**config.mk**
```make
export PLATFORM = sky130hd
export DESIGN_NAME = wash_scheduler
export DESIGN_NICKNAME = d
export VERILOG_FILES = /design/src/rtl/wsched_pkg.sv /design/src/rtl/wash_slot_fsm.sv /design/src/rtl/wash_scheduler.sv
export SDC_FILE = /design/constraint.sdc
export NUM_CORES = 1
export LEC_CHECK = 0
export CORE_ASPECT_RATIO = 0.5
export CORE_MARGIN = 2
export CORE_UTILIZATION = 57
export DETAILED_ROUTE_END_ITERATION = 16
export DONT_BUFFER_PORTS = 1
export GPL_ROUTABILITY_DRIVEN = 0
export PLACE_DENSITY = 0.8
export SYNTH_ARGS = -nofsm -noshare
export SYNTH_HDL_FRONTEND = slang
export SYNTH_SLANG_ARGS = --single-unit
```
**constraint.sdc**
```tcl
create_clock -name clk -period 2 [get_ports clk]
set_clock_uncertainty 0.2 [all_clocks]
set_input_delay 0.2 -clock clk [delete_from_list [all_inputs] [get_ports clk]]
set_output_delay 0.2 -clock clk [all_outputs]
set_load 0.02 [all_outputs]
```
**src/rtl/wsched_pkg.sv**
```systemverilog
// Shared types and constants for the wash scheduler.
package wsched_pkg;

  // Per-machine slot state
  typedef enum logic [1:0] {
    StIdle,
    StStart,
    StRun,
    StFault
  } slot_state_e;

  // Completion status codes reported back to the requester
  localparam logic [1:0] ST_OK   = 2'b00;
  localparam logic [1:0] ST_INTR = 2'b01;
  localparam logic [1:0] ST_TMO  = 2'b10;

  // Index width with a floor of one bit
  function automatic int unsigned idx_w(input int unsigned n);
    return (n > 1) ? $clog2(n) : 1;
  endfunction

endpackage

```
**src/rtl/wash_slot_fsm.sv**
```systemverilog
// One machine slot: start pulse, double-wash hold, watchdog, owner tracking and
// completion reporting for a single washing machine.
module wash_slot_fsm
  import wsched_pkg::*;
#(
  parameter int unsigned TIMEOUT = 64,
  parameter int unsigned OwnerW  = 2
) (
  input  logic              clk,
  input  logic              rst,
  input  logic              grant_i,
  input  logic [OwnerW-1:0] owner_i,
  input  logic              dwash_i,
  input  logic              done_i,
  input  logic              intr_i,
  input  logic              clr_fault_i,
  output logic              start_o,
  output logic              dwash_o,
  output logic              idle_o,
  output logic              fault_o,
  output logic              busy_o,
  output logic              cmpl_o,
  output logic [1:0]        status_o,
  output logic [OwnerW-1:0] owner_o
);

  localparam int unsigned TmrW = $clog2(TIMEOUT + 1);
  localparam logic [TmrW-1:0] TmrLast = TmrW'(TIMEOUT - 1);
  localparam logic [TmrW-1:0] TmrMax  = {TmrW{1'b1}};

  slot_state_e       state_q, state_d;
  logic [TmrW-1:0]   timer_q, timer_d;
  logic [OwnerW-1:0] owner_q, owner_d;
  logic              dwash_q, dwash_d;
  logic              start_q, start_d;
  logic              cmpl_q, cmpl_d;
  logic [1:0]        status_q, status_d;

  // Next-state: grant capture, start pulse, run supervision, fault recovery
  always_comb begin
    state_d  = state_q;
    timer_d  = timer_q;
    owner_d  = owner_q;
    dwash_d  = dwash_q;
    start_d  = 1'b0;
    cmpl_d   = 1'b0;
    status_d = ST_OK;
    unique case (state_q)
      StIdle: begin
        if (grant_i) begin
          state_d = StStart;
          owner_d = owner_i;
          dwash_d = dwash_i;
        end
      end
      StStart: begin
        state_d = StRun;
        start_d = 1'b1;
        timer_d = '0;
      end
      StRun: begin
        // Interrupt outranks done when both arrive together
        if (intr_i) begin
          state_d  = StIdle;
          cmpl_d   = 1'b1;
          status_d = ST_INTR;
          dwash_d  = 1'b0;
        end else if (done_i) begin
          state_d  = StIdle;
          cmpl_d   = 1'b1;
          status_d = ST_OK;
          dwash_d  = 1'b0;
        end else if (timer_q == TmrLast) begin
          state_d  = StFault;
          cmpl_d   = 1'b1;
          status_d = ST_TMO;
          dwash_d  = 1'b0;
        end else if (timer_q != TmrMax) begin
          timer_d = timer_q + TmrW'(1);
        end
      end
      StFault: begin
        if (clr_fault_i) state_d = StIdle;
      end
      default: state_d = StIdle;
    endcase
  end

  // Slot state registers
  always_ff @(posedge clk or posedge rst) begin
    if (rst) begin
      state_q  <= StIdle;
      timer_q  <= '0;
      owner_q  <= '0;
      dwash_q  <= 1'b0;
      start_q  <= 1'b0;
      cmpl_q   <= 1'b0;
      status_q <= ST_OK;
    end else begin
      state_q  <= state_d;
      timer_q  <= timer_d;
      owner_q  <= owner_d;
      dwash_q  <= dwash_d;
      start_q  <= start_d;
      cmpl_q   <= cmpl_d;
      status_q <= status_d;
    end
  end

  assign start_o  = start_q;
  assign dwash_o  = dwash_q;
  assign idle_o   = (state_q == StIdle);
  assign fault_o  = (state_q == StFault);
  assign busy_o   = (state_q == StStart) || (state_q == StRun);
  assign cmpl_o   = cmpl_q;
  assign status_o = status_q;
  assign owner_o  = owner_q;

endmodule

```
**src/rtl/wash_scheduler.sv**
```systemverilog
// Wash scheduler top: request capture, round-robin arbitration onto idle machines
// and per-requester completion merge.
// Build option: define WSCHED_PRIORITY_EN to give requester 0 strict priority.
module wash_scheduler
  import wsched_pkg::*;
#(
  parameter int unsigned NUM_REQ  = 4,
  parameter int unsigned NUM_MACH = 2,
  parameter int unsigned TIMEOUT  = 64
) (
  input  logic                                          clk,
  input  logic                                          rst,
  input  logic [NUM_REQ-1:0]                            req_i,
  input  logic [NUM_REQ-1:0]                            dwash_req_i,
  output logic [NUM_REQ-1:0]                            busy_o,
  output logic [NUM_REQ-1:0]                            grant_o,
  output logic [((NUM_MACH > 1) ? $clog2(NUM_MACH) : 1)-1:0] grant_mach_o,
  output logic [NUM_REQ-1:0]                            cmpl_o,
  output logic [2*NUM_REQ-1:0]                          cmpl_status_o,
  output logic [NUM_MACH-1:0]                           start_o,
  output logic [NUM_MACH-1:0]                           dwash_o,
  input  logic [NUM_MACH-1:0]                           done_i,
  input  logic [NUM_MACH-1:0]                           intr_i,
  input  logic [NUM_MACH-1:0]                           clr_fault_i,
  output logic [NUM_MACH-1:0]                           fault_o,
  output logic [NUM_MACH-1:0]                           idle_o
);

  localparam int unsigned RW = idx_w(NUM_REQ);
  localparam int unsigned MW = idx_w(NUM_MACH);

  logic [NUM_REQ-1:0] pend_q, pend_d;
  logic [NUM_REQ-1:0] dlat_q, dlat_d;
  logic [RW-1:0]      rr_ptr_q, rr_ptr_d;
  logic [NUM_REQ-1:0] grant_q, grant_d;
  logic [MW-1:0]      grant_mach_q, grant_mach_d;

  logic [NUM_REQ-1:0]  cap;
  logic [NUM_REQ-1:0]  gnt_vec;
  logic                gnt_valid;
  logic                req_found;
  logic                prio_hit;
  logic [RW-1:0]       req_sel;
  logic [RW:0]         idx_sum;
  logic                any_idle;
  logic [MW-1:0]       mach_sel;

  logic [NUM_MACH-1:0] slot_grant;
  logic [NUM_MACH-1:0] slot_busy;
  logic [NUM_MACH-1:0] slot_cmpl;
  logic [1:0]          slot_status [NUM_MACH];
  logic [RW-1:0]       slot_owner  [NUM_MACH];

  // Pick lowest idle machine and next pending requester from rr_ptr
  always_comb begin
    any_idle  = 1'b0;
    mach_sel  = '0;
    req_found = 1'b0;
    req_sel   = '0;
    idx_sum   = '0;
    prio_hit  = 1'b0;
    for (int m = NUM_MACH - 1; m >= 0; m--) begin
      if (idle_o[m]) begin
        any_idle = 1'b1;
        mach_sel = MW'(m);
      end
    end
    for (int unsigned i = 0; i < NUM_REQ; i++) begin
      idx_sum = {1'b0, rr_ptr_q} + (RW + 1)'(i);
      if (idx_sum >= (RW + 1)'(NUM_REQ)) idx_sum = idx_sum - (RW + 1)'(NUM_REQ);
      if (!req_found && pend_q[idx_sum[RW-1:0]]) begin
        req_found = 1'b1;
        req_sel   = idx_sum[RW-1:0];
      end
    end
`ifdef WSCHED_PRIORITY_EN
    if (pend_q[0]) begin
      req_found = 1'b1;
      req_sel   = '0;
      prio_hit  = 1'b1;
    end
`endif
    gnt_valid = req_found && any_idle;
    for (int unsigned r = 0; r < NUM_REQ; r++) begin
      gnt_vec[r] = gnt_valid && (req_sel == RW'(r));
    end
    for (int unsigned m = 0; m < NUM_MACH; m++) begin
      slot_grant[m] = gnt_valid && (mach_sel == MW'(m));
    end
  end

  // Request capture, pending/option latches, pointer advance and grant pulse
  always_comb begin
    cap          = req_i & ~busy_o;
    pend_d       = (pend_q | cap) & ~gnt_vec;
    dlat_d       = (dlat_q & ~cap) | (dwash_req_i & cap);
    rr_ptr_d     = rr_ptr_q;
    grant_d      = gnt_vec;
    grant_mach_d = gnt_valid ? mach_sel : '0;
    if (gnt_valid && !prio_hit) begin
      rr_ptr_d = (req_sel == RW'(NUM_REQ - 1)) ? '0 : req_sel + RW'(1);
    end
  end

  // Arbiter registers
  always_ff @(posedge clk or posedge rst) begin
    if (rst) begin
      pend_q       <= '0;
      dlat_q       <= '0;
      rr_ptr_q     <= '0;
      grant_q      <= '0;
      grant_mach_q <= '0;
    end else begin
      pend_q       <= pend_d;
      dlat_q       <= dlat_d;
      rr_ptr_q     <= rr_ptr_d;
      grant_q      <= grant_d;
      grant_mach_q <= grant_mach_d;
    end
  end

  for (genvar m = 0; m < NUM_MACH; m++) begin : g_slot
    wash_slot_fsm #(
      .TIMEOUT (TIMEOUT),
      .OwnerW  (RW)
    ) u_slot (
      .clk         (clk),
      .rst         (rst),
      .grant_i     (slot_grant[m]),
      .owner_i     (req_sel),
      .dwash_i     (dlat_q[req_sel]),
      .done_i      (done_i[m]),
      .intr_i      (intr_i[m]),
      .clr_fault_i (clr_fault_i[m]),
      .start_o     (start_o[m]),
      .dwash_o     (dwash_o[m]),
      .idle_o      (idle_o[m]),
      .fault_o     (fault_o[m]),
      .busy_o      (slot_busy[m]),
      .cmpl_o      (slot_cmpl[m]),
      .status_o    (slot_status[m]),
      .owner_o     (slot_owner[m])
    );
  end

  // Route slot completions and in-service flags to their owning requesters
  always_comb begin
    cmpl_o        = '0;
    cmpl_status_o = '0;
    busy_o        = pend_q;
    for (int unsigned m = 0; m < NUM_MACH; m++) begin
      for (int unsigned r = 0; r < NUM_REQ; r++) begin
        if (slot_owner[m] == RW'(r)) begin
          if (slot_cmpl[m]) begin
            cmpl_o[r]              = 1'b1;
            cmpl_status_o[2*r +: 2] = slot_status[m];
          end
          if (slot_busy[m]) busy_o[r] = 1'b1;
        end
      end
    end
  end

  assign grant_o      = grant_q;
  assign grant_mach_o = grant_mach_q;

endmodule

```
==> results_tabular.tex, run 1 <==
\begin{tabular}{lr}
\hline
Metric & Value \\
\hline
\multicolumn{2}{l}{\textbf{Outcome}} \\
Status & finished, violations left \\
Violated checks & negative setup slack \\
\multicolumn{2}{l}{\textbf{Cells and area}} \\
Synth-to-Final Area Change & 36.3\% \\
Final Core Density & 0.810 \\
Post-layout nets & 377 \\
Fraction of final layout cells sized beyond drive strength 1 & 0.359 \\
\# diodes & 0 \\
Design Area, Final & 3580 um\^{}2 \\
\multicolumn{2}{l}{\textbf{Routing}} \\
Length of the first detailed-routing pass in iterations & 6 \\
Detailed Route WL & 8.60 mm \\
Routed len/inst & 21.2 um \\
Number of routed nets with antenna violations & 0 \\
Vias per Instance & 6.50 \\
Number of vias after detailed routing & 2633 \\
Number of remaining DRC errors & 0 \\
DRT iter0 DRCs & 231 \\
\multicolumn{2}{l}{\textbf{Global routing}} \\
Vias in the first global route & 2500 \\
GRT Resource Usage Total & 0.307 \\
Overflow left after global routing & 0 \\
Number of antenna violations at the first check in global routing & 0 \\
Wire length of the first global-routing pass & 12.0 mm \\
Maximum number of pins on one net before global-route repair & 18 \\
\multicolumn{2}{l}{\textbf{Timing}} \\
Slew at the pin with the worst max-slew slack & 0.581 ns \\
PnR worst setup slack & -0.104 ns \\
Number of setup violations in the final report & 13 \\
Top achievable clock speed & 0.475 GHz \\
Relative slew margins & 0.612 \\
Unrepaired setup endpoints after global routing & true \\
Minimum period implied by the final worst setup slack & 2.10 ns \\
Crit share post-route & 1.05 \\
Total count of hold-check failures in the final report & 0 \\
Number of max-slew violations in the final report & 0 \\
\multicolumn{2}{l}{\textbf{Placed design}} \\
DP HPWL & 4.79 mm \\
Placement-stage cell area & 2980 um\^{}2 \\
Count of port buffers added during placement & 0 \\
\multicolumn{2}{l}{\textbf{Min path}} \\
Hold Path Stages & 4 \\
Class of the tightest hold or removal check & input pin to register \\
End point of the worst hold path & g\_slot[0].u\_slot.timer\_q[2] \\
Hold Path Origin & done\_i[0] \\
\multicolumn{2}{l}{\textbf{Critical path}} \\
CP arrival & 1.70 ns \\
Worst Path Class, Setup & register to output pin \\
Endpoint class of the critical path & output pin \\
Maximum single-stage delay on the critical path & 0.44 ns \\
Highest net fanout along the worst path & 5 \\
Count of buffer and inverter cells on the critical path & 2 \\
Type of element launching the critical path & register \\
Worst path most repeated cell & buf\_4 \\
FF-to-FF path depth & 5 \\
Launch instance of the worst register-to-register path & pend\_q[2] \\
End of the worst register-to-register path & g\_slot[1].u\_slot.dwash\_o \\
Cell-by-cell trace of the critical path & nor3b\_1 > buf\_4 > o41ai\_1 > buf\_4 \\
CP required & 1.60 ns \\
Cell class contributing the biggest share of worst-path delay & compound AO/OA/AOI/OAI gates \\
Worst setup slack for register-to-register paths & -0.07 ns \\
Slowest cell on the critical path & o41ai\_1 \\
\multicolumn{2}{l}{\textbf{Yosys}} \\
Cell type contributing the most total cell area after synthesis & dfrtp\_1 \\
Number of synthesized register bits & 47 \\
Cell with the most instances after synthesis & dfrtp\_1 \\
Sequential cell area fraction in the yosys report & 0.447 \\
Post-synthesis instance area & 2630 um\^{}2 \\
Synth Area per Inst & 9.33 um\^{}2 \\
Count of warnings emitted by yosys & 0 \\
Most used flip-flop cell after synthesis & dfrtp\_1 \\
Post-synthesis instance total & 282 \\
Distinct cell type count of the synthesized netlist & 51 \\
Leading post-synthesis cells by instance count & dfrtp\_1 (47), nand2\_1 (33), nor2\_1 (22) \\
Share of async-settable or async-resettable flops after synthesis & 1.00 \\
Synth area leaders & dfrtp\_1 (45\%), ha\_1 (6.7\%), nand2\_1 (4.7\%), mux2\_2 (3.4\%), nor2\_1 (3.1\%) \\
Total nets after synthesis & 312 \\
EDFF count, synth & 0 \\
Share of Yosys cell area claimed by the top area cell type & 0.447 \\
\multicolumn{2}{l}{\textbf{Job}} \\
MaxCap Viol Count & 0 \\
\multicolumn{2}{l}{\textbf{Power and ir drop}} \\
Areal power density over the cells & 1830 nW/um\^{}2 \\
Reported leakage power & 1.66 nW \\
Peak supply drop & 0.000859 V \\
\multicolumn{2}{l}{\textbf{CTS}} \\
Root buffer cell & clkbuf\_8 \\
Sink count of the clock tree & 47 \\
CTS tree & yes \\
Longest Clk Path Bufs & 2 \\
Clock buffer count from CTS & 5 \\
Clock Latency Late Sink & 0.31 ns \\
Clk pin slew, worst setup/hold paths & 0.09 ns \\
Maximum level of the CTS H-tree & 2 \\
\multicolumn{2}{l}{\textbf{Floorplanning}} \\
Floorplan core area & 4420 um\^{}2 \\
Number of rows in the core area & 17 \\
Initial Util & 0.594 \\
Die outline width & 100 um \\
I/O pin cnt & 45 \\
Vertical extent of the die & 52.0 um \\
Overall die area & 5210 um\^{}2 \\
\hline
\end{tabular}
==> metal layers <==
metal	vias up	wire (um)	global-route usage
met4	0	625	0.171
met5	-	0	0
li1	1116	-	-
met1	1243	3120	0.361
met2	205	4140	0.545
met3	69	706	0.0578
==> cell usage in the layout, fill, tap and decap left out, types with 5 or more instances in the layout <==
cell / netlist / layout
nand3_1: 9 / 9
dlygate4sd3_1: 0 / 14
ha_1: 14 / 9
dfrtp_2: 0 / 6
inv_1: 21 / 15
dfrtp_1: 47 / 41
nor2b_1: 9 / 5
o21ai_0: 13 / 10
buf_4: 8 / 57
nand2_1: 33 / 30
inv_2: 0 / 5
o31ai_1: 7 / 7
mux2_2: 8 / 7
clkbuf_8: 0 / 5
nor3_1: 7 / 6
a21o_1: 5 / 5
nor2_1: 22 / 18
a21oi_1: 9 / 8
==> worst min-delay path, delay by kind of cell <==
kind | cells | cell delay [ns]
compound gates | 3 | 0.26
buf+inv | 1 | 0.04
==> worst max path at each step <==
stage	from	to	slack [ns]	cells after the start
2_1_floorplan	g_slot[1].u_slot.state_q[0]	register	-0.03	8
3_3_place_gp	pend_q[2]	g_slot[1].u_slot.dwash_o	-0.04	5
5_1_grt	g_slot[1].u_slot.state_q[0]	busy_o[1]	-0.13	7
4_1_cts	g_slot[1].u_slot.state_q[1]	busy_o[2]	-0.02	7
3_5_place_dp	pend_q[2]	g_slot[1].u_slot.dwash_o	-0.1	5
6_report	g_slot[1].u_slot.cmpl_o	cmpl_status_o[1]	-0.10	4
==> logic make-up after synthesis <==
family                   after synthesis  share of synthesized area
buffers and inverters                 36                     0.0628
XOR/XNOR                               1                    0.00333
AND/OR/NAND/NOR                      110                      0.207
adder cells (fa/ha/maj)               14                     0.0666
multiplexers                           9                     0.0381
flip-flops                            47                      0.447
AO/OA/AOI/OAI                         65                      0.175
==> timing repair <==
action	CTS	global route
endpoints found under the hold margin	63	1
endpoints found under the setup margin	12	27
pin swaps	7	12
hold buffers	13	1
setup buffers	4	10
resized for setup	23	36
==> state kept, by name, summed over array words and instances, names as in the netlist, named ones only <==
signal,cells
grant_o,4
g_slot.u_slot.start_o,2
g_slot.u_slot.dwash_o,2
grant_mach_o,1
g_slot.u_slot.status_o,4
g_slot.u_slot.cmpl_o,2
g_slot.u_slot.timer_q,14
rr_ptr_q,2
g_slot.u_slot.state_q,4
g_slot.u_slot.owner_o,4
pend_q,4
==> stage by stage <==
| step | setup TNS, ns | hold slack, ns | power [W] | setup WS, ns | std cells |
|---|---|---|---|---|---|
| after detailed placement | -0.199 | -0.140 | 0.00446 | -0.0963 | 369 |
| after CTS | -0.0244 | 0.00415 | 0.00573 | -0.0159 | 394 |
| after global routing | -1.12 | 0.0730 | 0.00678 | -0.129 | 405 |
| after global placement | -0.0418 | -0.141 | 0.00430 | -0.0410 | 369 |
| final | -0.581 | 0.0360 | 0.00656 | -0.104 | 405 |
| after floorplan | -0.0292 | 0.129 | 0.00355 | -0.0292 | 282 |
==> area by class of cell <==
class                   count  area, um^2
multi-input cells         199        1520
flip-flops and latches     47        1180
fillers                   228         841
repair buffers             73         591
inverters                  21        81.3
clock buffers               6        72.6
well taps                  57        71.3
clock inverters             2        60.1
==> power breakdown <==
group          internal [W]  total (W)  switching, W  leakage (nW)
Clock              0.000500   0.000832      0.000332        0.0654
Combinational       0.00186    0.00399       0.00214         0.995
Sequential          0.00127    0.00173      0.000461         0.601
(Power assumes the default switching activity.)
==> run 2, diff against run 1 <==
- CAP_MARGIN: unset -> 20
==> results of run 2 <==
The final DEF is identical to that of run 1; final timing and power are the same.
